[src/rtl/motor_sched_pkg.sv]
// rtl/motor_sched_pkg.sv - shared speed types and limits for the motor ramp scheduler
package motor_sched_pkg;

  localparam int SPD_W = 11;

  typedef logic signed [SPD_W-1:0] spd_t;

  localparam spd_t SPD_MAX = 11'sd1023;
  localparam spd_t SPD_MIN = -11'sd1023;

  typedef enum logic {RAMP = 1'b0, BRAKE = 1'b1} side_st_t;

  // motor_cntrl drives a 10-bit magnitude, so -1024 is folded onto -1023
  function automatic spd_t sat_spd(input spd_t v);
    if (v < SPD_MIN) return SPD_MIN;
    if (v > SPD_MAX) return SPD_MAX;
    return v;
  endfunction

endpackage

[src/rtl/motor_ramp_sched_ramp_side.sv]
// rtl/motor_ramp_sched_ramp_side.sv - one wheel: bounded-slew ramp with brake dwell on reversal
module ramp_side
  import motor_sched_pkg::*;
#(
  parameter int STEP        = 8,
  parameter int BRAKE_TICKS = 50
) (
  input  logic     clk,
  input  logic     rst,
  input  logic     tick,
  input  logic     clear,
  input  spd_t     tgt,
  output spd_t     cur,
  output side_st_t state,
  output logic     brake
);

  localparam int BW = (BRAKE_TICKS > 1) ? $clog2(BRAKE_TICKS) : 1;
  localparam logic [BW-1:0] BRK_LOAD = BW'(BRAKE_TICKS - 1);
  localparam spd_t STEP_V = spd_t'(STEP);
  localparam logic signed [SPD_W:0] STEP_W = (SPD_W + 1)'(STEP);

  logic [BW-1:0]           brk_cnt;
  logic                    reversal;
  spd_t                    aim;
  logic signed [SPD_W:0]   diff;
  logic signed [SPD_W:0]   mag;
  spd_t                    nxt_cur;

  // A reversal first aims at zero; the real target is chased only after the dwell
  always_comb begin
    reversal = (cur != '0) && (tgt != '0) && (cur[SPD_W-1] != tgt[SPD_W-1]);
    aim      = reversal ? '0 : tgt;
    diff     = {aim[SPD_W-1], aim} - {cur[SPD_W-1], cur};
    mag      = diff[SPD_W] ? -diff : diff;
    if (mag <= STEP_W)
      nxt_cur = aim;
    else if (diff[SPD_W])
      nxt_cur = cur - STEP_V;
    else
      nxt_cur = cur + STEP_V;
  end

  always_ff @(posedge clk) begin
    if (rst || clear) begin
      cur     <= '0;
      state   <= RAMP;
      brk_cnt <= '0;
    end else if (tick) begin
      case (state)
        RAMP: begin
          cur <= nxt_cur;
          if (reversal && (nxt_cur == '0)) begin
            state   <= BRAKE;
            brk_cnt <= BRK_LOAD;
          end
        end
        BRAKE: begin
          if (brk_cnt == '0)
            state <= RAMP;
          else
            brk_cnt <= brk_cnt - BW'(1);
        end
        default: state <= RAMP;
      endcase
    end
  end

  assign brake = (state == BRAKE);

endmodule

[src/rtl/motor_ramp_sched.sv]
// rtl/motor_ramp_sched.sv - slew-rate scheduler feeding signed wheel speeds to motor_cntrl
module motor_ramp_sched
  import motor_sched_pkg::*;
#(
  parameter int TICK_DIV    = 1000,
  parameter int STEP        = 8,
  parameter int BRAKE_TICKS = 50
) (
  input  logic              clk,
  input  logic              rst,
  input  logic signed [10:0] cmd_lft,
  input  logic signed [10:0] cmd_rht,
  input  logic              cmd_vld,
  output logic              cmd_rdy,
  input  logic              estop,
  output logic signed [10:0] lft,
  output logic signed [10:0] rht,
  output logic              at_tgt
);

  localparam int PW = $clog2(TICK_DIV);

  logic [PW-1:0] pre_cnt;
  logic          tick;
  logic          accept;
  spd_t          tgt_l;
  spd_t          tgt_r;
  side_st_t      st_l;
  side_st_t      st_r;
  logic          brk_l;
  logic          brk_r;

  assign tick    = (pre_cnt == PW'(TICK_DIV - 1));
  assign cmd_rdy = !estop && !brk_l && !brk_r;
  assign accept  = cmd_vld && cmd_rdy;

  // estop shares the reset path so the prescaler phase restarts cleanly afterwards
  always_ff @(posedge clk) begin
    if (rst || estop) begin
      pre_cnt <= '0;
      tgt_l   <= '0;
      tgt_r   <= '0;
    end else begin
      pre_cnt <= tick ? '0 : pre_cnt + PW'(1);
      if (accept) begin
        tgt_l <= sat_spd(cmd_lft);
        tgt_r <= sat_spd(cmd_rht);
      end
    end
  end

  ramp_side #(.STEP(STEP), .BRAKE_TICKS(BRAKE_TICKS)) u_side_l (
    .clk   (clk),
    .rst   (rst),
    .tick  (tick),
    .clear (estop),
    .tgt   (tgt_l),
    .cur   (lft),
    .state (st_l),
    .brake (brk_l)
  );

  ramp_side #(.STEP(STEP), .BRAKE_TICKS(BRAKE_TICKS)) u_side_r (
    .clk   (clk),
    .rst   (rst),
    .tick  (tick),
    .clear (estop),
    .tgt   (tgt_r),
    .cur   (rht),
    .state (st_r),
    .brake (brk_r)
  );

  assign at_tgt = (lft == tgt_l) && (st_l == RAMP) &&
                  (rht == tgt_r) && (st_r == RAMP);

endmodule

[config.mk]
export PLATFORM = sky130hd
export DESIGN_NAME = motor_ramp_sched
export DESIGN_NICKNAME = d
export VERILOG_FILES = /design/src/rtl/motor_sched_pkg.sv /design/src/rtl/motor_ramp_sched_ramp_side.sv /design/src/rtl/motor_ramp_sched.sv
export SDC_FILE = /design/constraint.sdc
export NUM_CORES = 1
export LEC_CHECK = 0
export BUFFER_PORTS_ARGS = -buffer_cell sky130_fd_sc_hd__buf_2
export CELL_PAD_IN_SITES_DETAIL_PLACEMENT = 2
export CELL_PAD_IN_SITES_GLOBAL_PLACEMENT = 2
export CORE_MARGIN = 4
export CORE_UTILIZATION = 36
export DETAILED_ROUTE_END_ITERATION = 8
export PLACE_DENSITY = 0.88
export SLEW_MARGIN = 10
export SYNTH_ARGS = -nofsm -noshare
export SYNTH_HDL_FRONTEND = slang
export SYNTH_SLANG_ARGS = --single-unit
export TNS_END_PERCENT = 10
[constraint.sdc]
create_clock -name clk -period 7.95 [get_ports clk]
set_clock_uncertainty 0.2 [all_clocks]
set_input_delay 0.3975 -clock clk [delete_from_list [all_inputs] [get_ports clk]]
set_output_delay 0.3975 -clock clk [all_outputs]
set_load 0.02 [all_outputs]
Yosys cells after proc, flatten, opt, wreduce, memory -nomap -nowiden
Cells that the tools add are included.
Word-level totals
  register bits after elaboration: 68
  input port bits: 26
  word-level logic and storage cells: 108
Cells by class
  equality and inequality tests: 9
  reductions and logical operators: 29
  multiplexer cells: 42
  $add $sub $neg: 11
  order comparisons: 6
  bitwise logic cells: 2
Operator list (number)
  $mux W11: 14
  $reduce_bool A11 Y1: 4
  $le A12 B5 Y1 const B: 2
  $mux W12: 2
  $mux W6: 4
  $neg A12 Y12: 2
  $pmux W6 S2: 2
  $sub A11 B11 Y12: 2
  $add A11 B5 Y11 const B: 2
  $eq A11 B11 Y1: 2
  $gt A11 B11 Y1 const B: 2
  $logic_not A11 Y1: 2
  $lt A11 B11 Y1 const B: 2
  $sub A11 B5 Y11 const B: 2
  $mux W1: 18
  $logic_and A1 B1 Y1: 12
  $logic_not A6 Y1: 2
  $sub A6 B1 Y6 const B: 2
  $add A10 B1 Y10 const B: 1
  $eq A10 B10 Y1 const B: 1
  $reduce_and A3 Y1: 2
  $ne A2 B1 Y1 const B: 2
  $ne A2 B2 Y1 const B: 2
  $pmux W1 S2: 2
  other kinds (6): 11

Longest topological paths before layout
Gate-level depths: netlist of the first run.
  depth after elaboration: 13
  gate-level depth with buffers: 27
  depth with buffers taken out: 24

By module
From an unflattened synthesis of the first run, not the netlist that was laid out.
Unflattened totals
  cells, all modules: 779
  area total of the unflattened synthesis: 6040.8 µm²
By module, submodules not included
  ramp_side (u_side_l): times used 1, area an instance 2358.5 µm², seq. area each 360.3 µm², cells an instance 314
  ramp_side (u_side_r): times used 1, area an instance 2197.1 µm², seq. area each 360.3 µm², cells an instance 285
  motor_ramp_sched: times used 1, area an instance 1485.2 µm², seq. area each 640.6 µm², cells an instance 180

Worst setup path after synthesis of the first run
Ideal clock, no wire load.
  path kind: reg2reg
  start point: register u_side_r.cur[3]
  end point: register u_side_r.brk_cnt[4]
  clock period less this slack: 5.848 ns
  arrival: 5.521 ns
  slack: 2.102 ns
  buffers on the path: 3
  stages on the path, launching flop included: 28
  data required time: 7.623 ns
  setup time: 0.127 ns
  cells stage by stage: dfxtp_1 > nor4_1 > a31o_2 > clkbuf_1 > nand2_1 > inv_1 > ha_1 > nor2b_1 > o21a_1 > o21ai_1 > a21oi_1 > or2_0 > clkbuf_1 > clkinv_1 > ha_1 > a21o_1 > a21oi_1 > o21bai_1 > a21oi_1 > o21ai_0 > xnor3_1 > nor4_1 > a21oi_1 > a21oi_1 > o21ba_1 > buf_6 > o211a_1 > or3_1
On the way
  word-level cells in the longest chain between the ends: 13
  elaborated cells between the ends (all ways): 16
Ends and longest elaborated chain
  start, declared: RTL line motor_ramp_sched_ramp_side.sv:13  | output spd_t cur,
  start signal, assigned: RTL line motor_ramp_sched_ramp_side.sv:52  | cur <= nxt_cur;
  $reduce_bool A11 Y1: RTL line motor_ramp_sched_ramp_side.sv:32  | reversal = (cur != '0) && (tgt != '0) && (cur[SPD_W-1] != tgt[SPD_W-1]);
  $logic_and A1 B1 Y1 (2 in series): RTL line motor_ramp_sched_ramp_side.sv:32
  $mux W11: RTL line motor_ramp_sched_ramp_side.sv:33  | aim = reversal ? '0 : tgt;
  $sub A11 B11 Y12: RTL line motor_ramp_sched_ramp_side.sv:34  | diff = {aim[SPD_W-1], aim} - {cur[SPD_W-1], cur};
  $neg A12 Y12: RTL line motor_ramp_sched_ramp_side.sv:35  | mag = diff[SPD_W] ? -diff : diff;
  $mux W12: RTL line motor_ramp_sched_ramp_side.sv:35
  $le A12 B5 Y1: RTL line motor_ramp_sched_ramp_side.sv:36  | if (mag <= STEP_W)
  $mux W11: RTL line motor_ramp_sched_ramp_side.sv:36
  $logic_not A11 Y1: RTL line motor_ramp_sched_ramp_side.sv:53  | if (reversal && (nxt_cur == '0)) begin
  $logic_and A1 B1 Y1 (*): RTL line motor_ramp_sched_ramp_side.sv:53
  $ne A2 B1 Y1 (no source line) (*)
  $reduce_and A3 Y1 (no source line) (*)
  end signal, assigned: RTL line motor_ramp_sched_ramp_side.sv:62  | brk_cnt <= brk_cnt - BW'(1);
  end, declared: RTL line motor_ramp_sched_ramp_side.sv:23  | logic [BW-1:0] brk_cnt;
Mark *: on every way between the ends. The rest lies on a longest branch, timed or not.
A chain may end at the register's enable or synchronous reset.

Worst setup path after layout of the first run
  start point: register u_side_r.cur[10]
  end point: register u_side_r.brk_cnt[2]
The elaborated chain is that of the path after synthesis.

==> results of run 1 <==
==> Yosys cell counts (8+ instances only) <==
cell type	n	area, µm²
a211oi_1	15	112.6
a21o_1	9	67.56
a21oi_1	67	335.3
and2_1	25	156.4
and3_1	9	56.30
clkbuf_1	22	82.58
dfxtp_1	68	1361
ha_1	41	513.0
inv_1	42	157.7
mux2i_1	16	160.2
nand2_1	74	277.8
nand3_1	11	55.05
nand4_1	8	50.05
nor2_1	59	221.5
nor2b_1	8	50.05
nor3_1	18	90.09
nor4_1	20	125.1
o211ai_1	12	90.09
o21ai_0	25	125.1
or3_1	10	62.56
xnor2_1	38	332.8
xor2_1	19	166.4
==> cell type report <==
class | count | area (µm²) | area share
Inverter | 45 | 168.9 | 0.02587
Multi-Input combinational cell | 607 | 4150 | 0.6357
Timing Repair Buffer | 50 | 252.7 | 0.03871
Sequential cell | 68 | 1361 | 0.2085
Clock inverter | 6 | 86.33 | 0.01322
Clock buffer | 10 | 239.0 | 0.03660
Tap cell | 216 | 270.3 | 0.04140
==> worst register-to-register path, delay by kind of cell (launching register included) <==
kind	cells	cell delay [ps]
and+or+nand+nor	6	2340
DFF	1	390
AOI/OAI and AO/OA	13	3060
buffers and inverters	2	470
adders and majority gates	2	540
xor gates and xnor gates	1	240
==> power by group through the flow <==
stage               sequential [mW]  combinational (mW)  clock [mW]
floorplan                     0.354               0.179           0
global placement              0.356               0.230           0
detailed placement            0.356               0.246           0
CTS                           0.348               0.249       0.457
global route                  0.349               0.275       0.471
finish                        0.349               0.252       0.449
==> through the flow <==
step | hold slack (ps) | util
final | 100.6 | 0.4125
after global routing | 111.8 | 0.4125
after CTS | 94.49 | 0.4125
after detailed placement | 249.9 | 0.3919
after global placement | 237.0 | 0.3919
after floorplan | 225.8 | -
==> worst paths after layout <==
path / to / cells after the start / slack [ps] / startpoint
max: u_side_r.brk_cnt[2] / 24 / 660 / u_side_r.cur[10]
min: tgt_l[2] / 3 / 100 / cmd_lft[2]
max reg2reg: u_side_r.brk_cnt[2] / 24 / 660 / u_side_r.cur[10]
min reg2reg: pre_cnt[0] / 1 / 260 / pre_cnt[0]
==> logic make-up after synthesis <==
family	after synthesis	share of synthesized area
AND/OR/NAND/NOR	282	0.2527
XOR/XNOR	58	0.09030
multiplexers	17	0.02967
AO/OA/AOI/OAI	205	0.2419
flip-flops	68	0.2356
adder cells (fa/ha/maj)	45	0.1026
buffers and inverters	70	0.04721
==> layer usage <==
| metal | GRT usage | routed length, µm | part of all wire | vias up |
|---|---|---|---|---|
| met3 | 0.05067 | 960 | 0.043 | 37 |
| met1 | 0.3000 | 9657 | 0.43 | 2968 |
| li1 | - | - | - | 2809 |
| met5 | 0 | 0 | 0 | - |
| met4 | 0.07014 | 492 | 0.022 | 0 |
| met2 | 0.4566 | 11340 | 0.51 | 127 |
==> sequential cells by signal, summed over array words and instances (netlist names) <==
signal	count
u_side_l.brk_cnt	6
tgt_r	11
u_side_r.brk_cnt	6
pre_cnt	10
u_side_r.brake	1
u_side_l.brake	1
u_side_r.cur	11
u_side_l.cur	11
tgt_l	11
==> flow_summary_export.csv, run 1 <==
group,metric,value,unit
critical_path,critPathSlowestCell,"nor4_1",
critical_path,path_delay_family,"compound AO/OA/AOI/OAI gates",
clock_network,root_buffer,"clkbuf_16",
synth,ys_types,73,
power_and_ir_drop,p_per_area,160.9,nW/µm²
finish,layout_commonest_cell,"nand2_1",
detailed_routing,drtPass1Iterations,4,
power_and_ir_drop,p_leak,2.657,nW
synth,syn_avg_cell_area,7.756,µm²
critical_path,endpoint_kind,"flop",
detailed_routing,drc,0,
power_and_ir_drop,vdd_drop_max,0.0001425,V
status,outcome,"completed",
power_and_ir_drop,pwr-share-comb,0.240,
placement,io_buffers,49,
global_routing,antenna_found_initial,0,
clock_network,cts_resized,0,
synth,async_reset_ff_frac,0,
finish,areaGrowthSynthToFinish,12.99,%
floorplan,die_h,134.7,µm
finish,stdcell_area,6529,µm²
timing,slew_viol_final,0,
detailed_routing,wl,22.45,mm
clock_network,tritoncts,"built",
placement,dp_slack,771.3,ps
power_and_ir_drop,seq_power_share,0.332,
critical_path,arrival,7360,ps
timing,setup_violations,0,
synth,synth_fp_nets,816,
synth,ys_ff_latch,68,
detailed_routing,ant_nets,0,
clock_network,cts_num_sinks,68,
floorplan,initial_core_util,0.3651,
clock_network,worstSkewPairLatency,350,ps
global_routing,overflow,0,
hold_path,holdCritPathClass,"in -> reg",
clock_network,clk_path_buf_depth,2,
critical_path,cp-start-kind,"flop",
synth,yosysWarningCount,0,
floorplan,core_area,15830,µm²
placement,gp_congestion,0.8644,
timing,rsz0062_at_grt,"false",
synth,synth_edf_count,0,
critical_path,path_cells,"nor4_1 > a31o_2 > nand2_1 > inv_1 > ha_1 > nor2b_1 > o21a_1 > o21ai_1 > a21oi_1 > or2_0 > clkinv_1 > ha_1 > a21o_1 > a21oi_1 > o21bai_1 > a21oi_1 > o21ai_0 > xnor3_1 > nor4_1 > a21oi_1 > a21oi_1 > o21ba_1 > or4b_1 > a21oi_1",
clock_network,clkTransAtPathRegs,60,ps
finish,nNetsFinal,852,
timing,fin_tns_setup,0,ps
floorplan,die_width,134.7,µm
timing,tightestPinTransition,1130,ps
power_and_ir_drop,swShare,0.3143,
critical_path,crit_type,"reg -> reg",
global_routing,grt_max_degree,54,
timing,finalHoldViolations,0,
clock_network,numCtsBuffers,9,
synth,synth_flop_cell,"dfxtp_1",
clock_network,postCtsSetupRepairBufs,0,
floorplan,ios,50,
detailed_routing,initialDrtViolationCount,342,
finish,diodes,0,
global_routing,grtUsageTotal,0.2514,
placement,placed_area,6203,µm²
placement,dp_hpwl,17.25,mm
synth,syn_area,5778,µm²
detailed_routing,wl_per_cell,22.40,µm
timing,fmax,0.1371,GHz
power_and_ir_drop,internal_power,0.7202,mW
timing,period_minus_slack,7294,ps
critical_path,cp.buffers_inverters,2,
placement,dp_cells,986,
global_routing,grt_pass1_wl,36.44,mm
run,maxCapViolCount,0,
synth,synthesis.instances,745,
clock_network,cts_htree_levels,3,
critical_path,critPathMaxFanout,15,
clock_network,hold_buffers,0,
detailed_routing,vias,5941,
timing,post-route-period-util,0.9175,
finish,stdcell_count,1002,
power_and_ir_drop,clkPwrFrac,0.428,
critical_path,crit_path_max_incr_delay,680,ps
detailed_routing,viasPerCell,5.929,
finish,final.fill_count,1813,
critical_path,cpMostUsedCell,"a21oi_1",
power_and_ir_drop,p_total,1.050,mW
critical_path,worst_ep_required_time,8020,ps
synth,seq_area_frac_synth,0.2356,
power_and_ir_drop,p_switching,0.3300,mW
global_routing,grt_pass1_vias,6716,
floorplan,die-area,18140,µm²
finish,mostFrequentLayoutCells,"nand2_1 (74), dfxtp_1 (68), a21oi_1 (67), nor2_1 (59), buf_2 (49)",
floorplan,core.rowCount,46,
finish,drive_above_1_share,0.1094,
timing,relSlewSlack,0.2404,
timing,worst_slack,656.1,ps
(Power assumes the default switching activity.)
==> inputs of run 2 (changes only) <==
CTS_CLUSTER_SIZE = 20   (was default)
PLACE_DENSITY = 0.87   (was 0.88)
==> flow_summary_export.csv, run 2 (synthesis gave the netlist of run 1 again) <==
group,metric,value,unit
finish,final.fill_count,1829,
global_routing,grt_pass1_wl,33.56,mm
clock_network,worstSkewPairLatency,330,ps
timing,post-route-period-util,0.8759,
critical_path,critPathSlowestCell,"fa_1",
critical_path,cpMostUsedCell,"a21oi_1",
global_routing,overflow,0,
detailed_routing,wl,20.82,mm
run,maxCapViolCount,0,
placement,dp_slack,1272,ps
finish,areaGrowthSynthToFinish,12.47,%
clock_network,cts_htree_levels,3,
power_and_ir_drop,p_leak,2.645,nW
global_routing,grt_max_degree,54,
critical_path,arrival,7020,ps
placement,dp_cells,986,
power_and_ir_drop,p_per_area,154.0,nW/µm²
floorplan,die_h,134.7,µm
detailed_routing,drtPass1Iterations,4,
critical_path,path_cells,"nor4_1 > a31o_2 > and2_1 > ha_1 > inv_1 > nor3_1 > a22oi_1 > or2_0 > clkinv_1 > fa_1 > a21oi_1 > nor2_1 > nor2_1 > xnor2_1 > or4_1 > nor4_1 > a21oi_1 > a21oi_1 > o21ba_1 > or4b_1 > a21oi_1",
finish,stdcell_count,1002,
hold_path,holdCritPathClass,"in -> reg",
finish,drive_above_1_share,0.1069,
floorplan,ios,50,
timing,fmax,0.1436,GHz
critical_path,endpoint_kind,"flop",
placement,gp_congestion,0.8512,
critical_path,critPathMaxFanout,15,
floorplan,initial_core_util,0.3651,
clock_network,numCtsBuffers,9,
global_routing,grtUsageTotal,0.2287,
critical_path,crit_path_max_incr_delay,570,ps
clock_network,cts_resized,0,
floorplan,core.rowCount,46,
finish,mostFrequentLayoutCells,"nand2_1 (74), dfxtp_1 (68), a21oi_1 (67), nor2_1 (59), buf_2 (49)",
detailed_routing,viasPerCell,5.810,
clock_network,tritoncts,"built",
finish,layout_commonest_cell,"nand2_1",
detailed_routing,wl_per_cell,20.77,µm
critical_path,cp-start-kind,"flop",
critical_path,crit_type,"reg -> reg",
detailed_routing,initialDrtViolationCount,352,
clock_network,cts_num_sinks,68,
floorplan,die_width,134.7,µm
critical_path,cp.buffers_inverters,2,
timing,fin_tns_setup,0,ps
timing,setup_violations,0,
timing,tightestPinTransition,1129,ps
clock_network,clk_path_buf_depth,2,
critical_path,worst_ep_required_time,8000,ps
timing,finalHoldViolations,0,
detailed_routing,ant_nets,0,
global_routing,antenna_found_initial,0,
detailed_routing,vias,5822,
placement,io_buffers,49,
timing,rsz0062_at_grt,"false",
clock_network,hold_buffers,0,
floorplan,die-area,18140,µm²
timing,worst_slack,986.8,ps
critical_path,path_delay_family,"simple AND/OR/NAND/NOR gates",
power_and_ir_drop,p_total,1.001,mW
clock_network,clkTransAtPathRegs,60,ps
placement,dp_hpwl,16.18,mm
power_and_ir_drop,vdd_drop_max,0.00009878,V
timing,slew_viol_final,0,
placement,placed_area,6203,µm²
detailed_routing,drc,0,
timing,period_minus_slack,6963,ps
timing,relSlewSlack,0.2476,
finish,nNetsFinal,852,
finish,stdcell_area,6499,µm²
global_routing,grt_pass1_vias,6257,
clock_network,root_buffer,"clkbuf_16",
floorplan,core_area,15830,µm²
finish,diodes,0,
clock_network,postCtsSetupRepairBufs,0,
status,outcome,"completed",
## run 2: per-layer routing
layer,part of all wire,up-vias,track usage
li1,-,2794,-
met4,0.012,0,0.04355
met3,0.030,19,0.03241
met1,0.46,2915,0.2996
met5,0,-,0
met2,0.50,94,0.4033
## run 2: worst reg2reg max path: stages (launching register included)
cell,delay (ps)
dfxtp_1,390
nor4_1,500
a31o_2,410
and2_1,230
ha_1,320
inv_1,160
nor3_1,60
a22oi_1,390
or2_0,420
clkinv_1,490
fa_1,570
a21oi_1,170
nor2_1,60
nor2_1,210
xnor2_1,150
or4_1,480
nor4_1,360
a21oi_1,150
a21oi_1,140
o21ba_1,300
or4b_1,550
a21oi_1,170
## run 2: metrics by stage
stage                 util  hold WS (ps)
finish              0.4106         115.2
CTS                 0.4106         107.8
detailed placement  0.3919         270.4
floorplan                -         225.8
global route        0.4106         111.9
global placement    0.3919         244.3
## run 2: path summary, 6_finish.rpt
path	startpoint	end	slack, ps	depth (start not counted)
min reg2reg	pre_cnt[0]	pre_cnt[0]	270	1
max reg2reg	u_side_r.cur[10]	u_side_r.brk_cnt[2]	990	21
min	cmd_lft[10]	tgt_l[10]	120	3
max	u_side_r.cur[10]	u_side_r.brk_cnt[2]	990	21
## run 2: power breakdown
| group | switching [mW] | leakage [nW] | total [mW] | internal, mW |
|---|---|---|---|---|
| logic | 0.157 | 1.95 | 0.250 | 0.0927 |
| clock network | 0.152 | 0.147 | 0.403 | 0.251 |
| registers | 0.00467 | 0.549 | 0.349 | 0.344 |
## run 2: final cells by class
type,instances,area (µm²),share of cell area
Inverter,45,168.9,0.02599
Sequential cell,68,1361,0.2095
Clock buffer,12,246.5,0.03793
Multi-Input combinational cell,607,4150,0.6386
Timing Repair Buffer,50,252.7,0.03889
Clock inverter,4,48.80,0.007509
Tap cell,216,270.3,0.04159
==> inputs of run 3 (changes only) <==
CORE_UTILIZATION = 39   (was 36)
PLACE_DENSITY = 0.93   (was 0.87)
clock period = 8.7 ns   (was 7.95 ns; I/O delays follow)
==> flow_summary_export.csv, run 3 (synthesis gave the netlist of run 1 again) <==
group,metric,value,unit
clock_network,cts_resized,0,
detailed_routing,ant_nets,0,
timing,post-route-period-util,0.9133,
global_routing,grt_pass1_vias,7145,
critical_path,endpoint_kind,"flop",
finish,diodes,0,
floorplan,die_h,129.7,µm
hold_path,hold_depth,3,
detailed_routing,wl_per_cell,27.63,µm
placement,io_buffers,49,
detailed_routing,wl,26.83,mm
detailed_routing,initialDrtViolationCount,450,
timing,tightestPinTransition,1078,ps
timing,period_minus_slack,7946,ps
clock_network,numCtsBuffers,9,
floorplan,initial_core_util,0.3976,
global_routing,grtUsageMet2,0.5702,
global_routing,grtUsageMet3,0.05526,
power_and_ir_drop,p_per_area,147.8,nW/µm²
global_routing,globalRoute.busiestLayer,"met2",
global_routing,grt_max_degree,32,
global_routing,antenna_found_initial,0,
floorplan,core_area,14530,µm²
floorplan,die-area,16830,µm²
finish,drive_above_1_share,0.1105,
critical_path,arrival,8020,ps
global_routing,grtUsageTotal,0.3170,
timing,fmax,0.1258,GHz
timing,finalHoldViolations,0,
global_routing,use_met1,0.3710,
finish,stdcell_count,971,
run,maxCapViolCount,0,
clock_network,clkTransAtPathRegs,60,ps
detailed_routing,drtPass1Iterations,5,
power_and_ir_drop,vdd_drop_max,0.00009025,V
critical_path,cp-start-kind,"flop",
placement,gp_congestion,0.9101,
clock_network,postCtsSetupRepairBufs,0,
clock_network,tritoncts,"built",
finish,nNetsFinal,853,
hold_path,holdCritPathClass,"in -> reg",
placement,dp_hpwl,17.08,mm
power_and_ir_drop,p_total,0.9585,mW
detailed_routing,drc,0,
clock_network,root_buffer,"clkbuf_16",
detailed_routing,viasPerCell,6.488,
floorplan,ios,50,
global_routing,overflow,0,
timing,rsz0062_at_grt,"false",
clock_network,worstSkewPairLatency,350,ps
timing,slew_viol_final,0,
clock_network,cts_htree_levels,3,
global_routing,grt_pass1_wl,41.21,mm
critical_path,critPathMaxFanout,15,
critical_path,worst_ep_required_time,8770,ps
floorplan,core.rowCount,44,
finish,layout_commonest_cell,"nand2_1",
floorplan,die_width,129.7,µm
timing,setup_violations,0,
power_and_ir_drop,p_leak,2.655,nW
timing,relSlewSlack,0.2784,
status,outcome,"completed",
detailed_routing,vias,6300,
finish,areaGrowthSynthToFinish,12.21,%
critical_path,rr_worst_depth,23,
clock_network,cts_num_sinks,68,
timing,fin_tns_setup,0,ps
clock_network,clk_path_buf_depth,2,
clock_network,hold_buffers,0,
critical_path,crit_type,"reg -> reg",
placement,dp_cells,955,
finish,mostFrequentLayoutCells,"nand2_1 (74), dfxtp_1 (68), a21oi_1 (67), nor2_1 (59), buf_2 (49)",
-- run 3: worst paths after layout --
path,startpoint,endpoint,slack [ps]
min reg2reg,pre_cnt[0],pre_cnt[0],280
max,u_side_r.cur[7],u_side_r.brk_cnt[2],750
max reg2reg,u_side_r.cur[7],u_side_r.brk_cnt[2],750
min,cmd_rht[1],tgt_r[1],140
-- run 3: report_power, final --
part           switching [mW]  internal, mW  total (mW)
clock                   0.157         0.238       0.396
sequential            0.00494         0.314       0.319
combinational           0.158        0.0857       0.244
total                   0.320         0.638       0.959
-- run 3: routing by layer --
metal  vias up  wire length (µm)
met5         -                 0
met4         0              1010
met3        81              1108
met2       221             13630
met1      3202             11080
li1       2796                 -
-- run 3: metrics by stage --
stage | hold WS (ps) | utilization | setup slack [ps] | instance area (µm²)
global route | 150.6 | 0.4461 | 607.8 | 6484
floorplan | 225.8 | - | 2852 | 5778
detailed placement | 268.2 | 0.4246 | 1598 | 6171
global placement | 242.6 | 0.4246 | 2249 | 6171
finish | 136.5 | 0.4461 | 753.9 | 6484
CTS | 130.1 | 0.4461 | 1016 | 6484
-- run 3: cell type report --
type                    count  area [µm²]
clock buffers              11       252.7
clock inverters             5       60.06
fillers                  1664        8050
inverters                  45       168.9
multi-input cells         607        4150
flip-flops and latches     68        1361
well taps                 184       230.2
repair buffers             51       260.3
-- run 3: worst max-delay path: stages (launching register included) --
cell       delay, ps
dfxtp_1          410
nor4_1           470
a31o_2           420
and2_1           210
ha_1             320
o21a_1           210
o21a_1           220
o2111ai_1        180
a21oi_1          330
or2_0            490
clkinv_1         620
ha_1             510
a21o_1           200
a21oi_1          320
o21bai_1         130
a21oi_1          340
o21ai_0          200
xnor3_1          250
nor4_1           450
a21oi_1          160
a21oi_1          140
o21ba_1          300
or4b_1           570
a21oi_1          190
